### src/rtl/pipe_stage_buffer.sv
// pipe_stage_buffer: two-entry skid buffer between pipeline stages.
// The main entry drives the outputs; the skid entry catches one instruction
// when downstream stalls, so in_ready can come straight from a flop.
// A flush squashes both entries. A saturating counter tracks stall cycles.
//
// state | meaning
// EMPTY | no entry held
// ONE   | main entry valid, skid empty
// FULL  | main and skid entries valid, in_ready low
module pipe_stage_buffer #(
  parameter int PAYLOAD_W = 160,
  parameter int CTRL_W    = 24,
  parameter int CNT_W     = 16
) (
  input  logic                 clk,
  input  logic                 rst_b,
  input  logic                 in_valid,
  output logic                 in_ready,
  input  logic [PAYLOAD_W-1:0] in_payload,
  input  logic [CTRL_W-1:0]    in_ctrl,
  output logic                 out_valid,
  input  logic                 out_ready,
  output logic [PAYLOAD_W-1:0] out_payload,
  output logic [CTRL_W-1:0]    out_ctrl,
  input  logic                 flush,
  output logic [1:0]           occupancy,
  output logic [CNT_W-1:0]     stall_cnt
);

  typedef enum logic [1:0] {
    EMPTY = 2'b00,
    ONE   = 2'b01,
    FULL  = 2'b10
  } state_t;

  state_t                 state;
  logic                   main_valid;
  logic [PAYLOAD_W-1:0]   main_payload;
  logic [CTRL_W-1:0]      main_ctrl;
  logic                   skid_valid;
  logic [PAYLOAD_W-1:0]   skid_payload;
  logic [CTRL_W-1:0]      skid_ctrl;
  logic                   in_fire;
  logic                   out_fire;

  // skid_valid is a flop, so in_ready has no combinational input path
  assign in_ready    = ~skid_valid;
  assign out_valid   = main_valid;
  assign out_payload = main_payload;
  assign out_ctrl    = main_valid ? main_ctrl : '0;
  assign occupancy   = {1'b0, main_valid} + {1'b0, skid_valid};
  assign in_fire     = in_valid & in_ready;
  assign out_fire    = out_valid & out_ready;

  // Entry storage and state transitions; flush overrides everything
  always_ff @(posedge clk or negedge rst_b) begin
    if (!rst_b) begin
      state        <= EMPTY;
      main_valid   <= 1'b0;
      main_payload <= '0;
      main_ctrl    <= '0;
      skid_valid   <= 1'b0;
      skid_payload <= '0;
      skid_ctrl    <= '0;
    end else if (flush) begin
      state      <= EMPTY;
      main_valid <= 1'b0;
      main_ctrl  <= '0;
      skid_valid <= 1'b0;
      skid_ctrl  <= '0;
    end else begin
      case (state)
        EMPTY: begin
          if (in_fire) begin
            main_valid   <= 1'b1;
            main_payload <= in_payload;
            main_ctrl    <= in_ctrl;
            state        <= ONE;
          end
        end
        ONE: begin
          if (out_fire && in_fire) begin
            main_payload <= in_payload;
            main_ctrl    <= in_ctrl;
          end else if (out_fire) begin
            main_valid <= 1'b0;
            main_ctrl  <= '0;
            state      <= EMPTY;
          end else if (in_fire) begin
            skid_valid   <= 1'b1;
            skid_payload <= in_payload;
            skid_ctrl    <= in_ctrl;
            state        <= FULL;
          end
        end
        FULL: begin
          // in_ready is low here, so only the drain case matters
          if (out_fire) begin
            main_payload <= skid_payload;
            main_ctrl    <= skid_ctrl;
            skid_valid   <= 1'b0;
            skid_ctrl    <= '0;
            state        <= ONE;
          end
        end
        default: begin
          state      <= EMPTY;
          main_valid <= 1'b0;
          main_ctrl  <= '0;
          skid_valid <= 1'b0;
          skid_ctrl  <= '0;
        end
      endcase
    end
  end

  // Saturating count of cycles where downstream holds off a valid head
  always_ff @(posedge clk or negedge rst_b) begin
    if (!rst_b) begin
      stall_cnt <= '0;
    end else if (out_valid && !out_ready && (stall_cnt != {CNT_W{1'b1}})) begin
      stall_cnt <= stall_cnt + CNT_W'(1);
    end
  end

endmodule
### config.mk
export PLATFORM = sky130hd
export DESIGN_NAME = pipe_stage_buffer
export DESIGN_NICKNAME = d
export VERILOG_FILES = /design/src/rtl/pipe_stage_buffer.sv
export SDC_FILE = /design/constraint.sdc
export NUM_CORES = 1
export LEC_CHECK = 0
export ABC_AREA = 0
export BUFFER_PORTS_ARGS = -buffer_cell sky130_fd_sc_hd__buf_4
export CAP_MARGIN = 40
export CORE_MARGIN = 1.5
export CORE_UTILIZATION = 54
export CTS_CLUSTER_SIZE = 16
export DETAILED_ROUTE_END_ITERATION = 8
export HOLD_SLACK_MARGIN = 0.15
export PLACE_DENSITY = 0.83
export SETUP_SLACK_MARGIN = 0.02
export SYNTH_ARGS = -nofsm -noshare
export SYNTH_HDL_FRONTEND = slang
export SYNTH_SLANG_ARGS = --single-unit
### constraint.sdc
create_clock -name clk -period 2.6 [get_ports clk]
set_input_delay 0.39 -clock clk [delete_from_list [all_inputs] [get_ports clk]]
set_output_delay 0.39 -clock clk [all_outputs]
set_load 0.005 [all_outputs]
==> run_summary.xml <==
<?xml version="1.0" encoding="UTF-8"?>
<metrics>
  <group name="status">
    <metric name="status" unit="">complete, no violations</metric>
  </group>
  <group name="floorplan">
    <metric name="die_height" unit="µm">182</metric>
    <metric name="overall_die_width" unit="µm">182</metric>
    <metric name="design.core.area" unit="µm²">31600</metric>
    <metric name="pin_count" unit="">393</metric>
    <metric name="row_count" unit="">65</metric>
    <metric name="die_area" unit="µm²">33300</metric>
    <metric name="initial_core_util" unit="%">54.9</metric>
  </group>
  <group name="clocking">
    <metric name="cts-resized-gates" unit="">0</metric>
    <metric name="tritoncts_num_sinks" unit="">388</metric>
    <metric name="htree_levels" unit="">2</metric>
    <metric name="cts_root_buf" unit="">clkbuf_16</metric>
    <metric name="clock_tree.buffer_depth" unit="">3</metric>
    <metric name="cts_buffers" unit="">42</metric>
    <metric name="tritoncts" unit="">yes</metric>
    <metric name="clock_insertion_delay_worst_skew" unit="ns">0.53</metric>
    <metric name="worst_setup_hold_path_clk_slew" unit="ns">0.06</metric>
  </group>
  <group name="worst_setup_path">
    <metric name="timing.critical_path.from_type" unit="">flip-flop</metric>
    <metric name="endpoint_kind" unit="">flip-flop</metric>
    <metric name="worst_path_fanout_max" unit="">36</metric>
    <metric name="worstRegToRegCells" unit="">5</metric>
    <metric name="critPathLaunch" unit="">state[0]$_DFFE_PN0P_</metric>
    <metric name="timing.critical_path.slowest_cell_delay" unit="ns">0.54</metric>
    <metric name="ff2ff_setup_slack" unit="ns">0.34</metric>
    <metric name="worstSetupEndpoint" unit="">skid_payload[4]$_DFFE_PN0P_</metric>
    <metric name="r2r_end" unit="">skid_payload[4]$_DFFE_PN0P_</metric>
    <metric name="worstPathCellList" unit="">nor2b_1 &gt; nor4b_4 &gt; buf_12 &gt; buf_12 &gt; mux2_2</metric>
    <metric name="crit_path_top_delay_cell" unit="">dfrtp_1</metric>
    <metric name="timing.critical_path.mode_cell" unit="">buf_12</metric>
    <metric name="critical_path_arrival" unit="ns">2.66</metric>
    <metric name="critical_path.reg2reg.startpoint" unit="">state[0]$_DFFE_PN0P_</metric>
    <metric name="worstSetupPathDepth" unit="">5</metric>
    <metric name="critical_path_type" unit="">flip-flop to flip-flop</metric>
    <metric name="worstPathRequired" unit="ns">3.00</metric>
    <metric name="cp_top_family" unit="">simple AND/OR/NAND/NOR gates</metric>
    <metric name="path_buf_inv" unit="">2</metric>
  </group>
  <group name="synthesis">
    <metric name="synth.cell_area" unit="µm²">17400</metric>
    <metric name="syn_nets" unit="">1316</metric>
    <metric name="synth_sequential_area_ratio" unit="%">55.9</metric>
    <metric name="synthCells" unit="">1125</metric>
    <metric name="yosys.area.top_type" unit="">dfrtp_1</metric>
    <metric name="netlist_top_cells_area" unit="">dfrtp_1 56%, mux2_2 17%, mux2_4 8.6%, mux2_1 8.2%, a22o_1 1.2%</metric>
    <metric name="yosysWarningCount" unit="">0</metric>
    <metric name="synth.ff_latch_count" unit="">388</metric>
    <metric name="ys_types" unit="">40</metric>
    <metric name="synth.avg_cell_area" unit="µm²">15.4</metric>
    <metric name="synth_top_area_share" unit="%">55.9</metric>
  </group>
  <group name="route">
    <metric name="drt-wirelength-per-cell" unit="µm">21.5</metric>
    <metric name="wirelength" unit="µm">46300</metric>
    <metric name="post_drt_via_cell_ratio" unit="">5.54</metric>
    <metric name="post-route-drc-count" unit="">0</metric>
    <metric name="firstDrtPassIters" unit="">5</metric>
    <metric name="antenna_violating_nets_post_route" unit="">0</metric>
    <metric name="detailroute.via_count" unit="">11900</metric>
    <metric name="detailedRoute.firstIterationViolations" unit="">606</metric>
  </group>
  <group name="pwr">
    <metric name="cell_area_power_density" unit="nW/µm²">880</metric>
    <metric name="power_report.internal_total" unit="mW">15.3</metric>
    <metric name="vdd.ir_drop.worst" unit="V">0.000740</metric>
    <metric name="power.share.switching" unit="%">27.8</metric>
    <metric name="power_frac_clock" unit="%">28.1</metric>
    <metric name="p_comb_share" unit="%">26.9</metric>
    <metric name="power.leakage" unit="nW">11.1</metric>
    <metric name="power_switching" unit="mW">5.89</metric>
    <metric name="power.sequential.fraction" unit="%">45.0</metric>
  </group>
  <group name="job">
    <metric name="cap_violations" unit="">0</metric>
  </group>
  <group name="global_route">
    <metric name="grt_max_degree" unit="">89</metric>
    <metric name="globalRouteOverflowTotal" unit="">0</metric>
    <metric name="first_pass_grt_wire_length" unit="µm">73500</metric>
    <metric name="grt_usage" unit="%">28.0</metric>
    <metric name="antenna_found_initial" unit="">2</metric>
    <metric name="first_global_vias" unit="">13300</metric>
  </group>
  <group name="place">
    <metric name="hpwl" unit="µm">27700</metric>
    <metric name="detailed_place.area" unit="µm²">20800</metric>
    <metric name="port_buffers" unit="">392</metric>
    <metric name="gp_congestion" unit="">0.842</metric>
  </group>
  <group name="finish">
    <metric name="drive_gt1_share" unit="%">49.1</metric>
    <metric name="finalInstanceArea" unit="µm²">24000</metric>
    <metric name="filler_cell_count" unit="">1763</metric>
    <metric name="mostFrequentLayoutCells" unit="">412 x buf_4, 388 x dfrtp_1, 255 x mux2_2, 186 x dlygate4sd3_1, 126 x mux2_1</metric>
    <metric name="layout-area-overhead-vs-synth" unit="%">38.3</metric>
    <metric name="layout.nets" unit="">1903</metric>
    <metric name="leading_cell_type_in_the_layout_fill_and_taps_excluded" unit="">buf_4</metric>
    <metric name="final_util" unit="%">76.0</metric>
  </group>
  <group name="timing">
    <metric name="grt_setup_unrepaired" unit="">no</metric>
    <metric name="final_clock_period_utilization_by_the_worst_path" unit="%">86.8</metric>
    <metric name="final_setup_viols" unit="">0</metric>
    <metric name="max_freq" unit="MHz">443</metric>
    <metric name="timing_hold_violations_final" unit="">0</metric>
    <metric name="setup-tns-final" unit="ns">0</metric>
    <metric name="worst_clock_skew" unit="ns">0.0130</metric>
    <metric name="slew_violations" unit="">0</metric>
    <metric name="relSlewSlack" unit="%">66.1</metric>
    <metric name="final_period_minus_worst_setup_slack" unit="ns">2.26</metric>
    <metric name="worst_pin_slew" unit="ns">0.508</metric>
  </group>
  <group name="hold_path">
    <metric name="worst_hold_path_type" unit="">input port to flip-flop</metric>
    <metric name="min_path_cells" unit="">4</metric>
  </group>
</metrics>
[power by group through the flow]
| stage | Clock (mW) | Sequential [mW] | Combinational [mW] |
|---|---|---|---|
| 2_1_floorplan | 0 | 9.19 | 2.83 |
| 3_3_place_gp | 0 | 9.31 | 5.16 |
| 3_5_place_dp | 0 | 9.46 | 5.36 |
| 4_1_cts | 6.00 | 9.40 | 5.62 |
| 5_1_grt | 6.27 | 9.74 | 6.09 |
| 6_report | 5.94 | 9.52 | 5.70 |
[kinds of logic after synthesis]
group	Yosys count	share of synthesized area, %
XOR/XNOR	15	0.756
multiplexers	481	33.3
flip-flops	388	55.9
buffers and inverters	76	3.21
AO/OA/AOI/OAI	88	4.16
adder cells (fa/ha/maj)	2	0.144
AND/OR/NAND/NOR	75	2.53
[layout make-up]
type                    instances  area, µm²  area share [%]
diodes                          2       5.00          0.0208
clock buffers                  65       1230            5.11
clock inverters                12        133           0.552
inverters                       2       7.51          0.0312
multi-input cells             661       7130            29.6
flip-flops and latches        388       9710            40.4
well taps                     402        503            2.09
repair buffers                617       5330            22.2
[routing by layer]
| layer | wire [µm] | vias to the layer above | global-route usage [%] |
|---|---|---|---|
| met5 | 0 | - | 0 |
| met4 | 1720 | 0 | 10.4 |
| met3 | 2900 | 121 | 6.51 |
| met2 | 23700 | 447 | 48.9 |
| met1 | 18000 | 6070 | 33.7 |
| li1 | - | 5270 | - |
[timing repair]
| action | 4_1_cts | 5_1_grt |
|---|---|---|
| buffers inserted | 0 | 0 |
| endpoints found under the hold margin | 239 | 0 |
| hold buffers | 186 | 0 |
| setup endpoints to repair | 0 | 0 |
[flip-flops by register name, indices dropped and copies added (netlist names)]
signal and flops:
skid_valid 1, skid_ctrl 24, skid_payload 160, out_payload 160, main_ctrl 24, out_valid 1, stall_cnt 16, state 2
[worst reg2reg max path, cell delays in order, from the launching register on]
cell	delay [ns]
dfrtp_1	0.54
nor2b_1	0.30
nor4b_4	0.39
buf_12	0.29
buf_12	0.25
mux2_2	0.36
[metrics by stage]
step / cells / setup slack (ns) / power, mW / hold slack (ns)
6_report: 2149 / 0.344 / 21.2 / 0.207
5_1_grt: 2149 / 0.213 / 22.1 / 0.217
4_1_cts: 2147 / 0.357 / 21.0 / 0.182
3_5_place_dp: 1884 / 0.374 / 14.8 / 0.363
3_3_place_gp: 1883 / 0.449 / 14.5 / 0.357
2_1_floorplan: 1125 / 0.721 / 12.0 / 0.0944
[how the worst min path moves through the flow]
| stage | slack (ns) | to | start |
|---|---|---|---|
| 6_report | 0.21 | out_valid$_DFFE_PN0P_ | out_ready |
| 5_1_grt | 0.22 | out_valid$_DFFE_PN0P_ | out_ready |
| 4_1_cts | 0.18 | out_valid$_DFFE_PN0P_ | out_ready |
| 3_5_place_dp | 0.36 | out_payload[141]$_DFFE_PN0P_ | rst_b |
| 3_3_place_gp | 0.36 | out_payload[141]$_DFFE_PN0P_ | rst_b |
| 2_1_floorplan | 0.09 | main_ctrl[0]$_DFFE_PN0P_ | rst_b |
[Yosys cell counts]
cell       count
nor2b_1        3
a21o_1         3
dfrtp_1      388
nand3b_1       1
or2_1          1
buf_2         37
a21oi_4        1
a22o_1        24
o21ai_0        1
o2bb2ai_1     24
clkbuf_1      11
nand2_1       11
buf_1          1
buf_12        10
buf_8          1
nand3_1        4
a21oi_1        6
and3_1         2
and2_1        25
xor2_1        13
o21bai_1       2
ha_1           2
o2111ai_1      1
nand4b_1       1
mux2_2       255
inv_1          2
nor4b_2        1
a22oi_1       24
nor2_1        10
o41ai_2        1
nand2b_1       2
a21oi_2        1
and4_1         2
nor3_1         6
nor4b_4        1
buf_4         14
xnor2_1        2
mux2_4       100
nand4_1        5
mux2_1       126
Note: power is estimated with default switching activity, not from simulation.
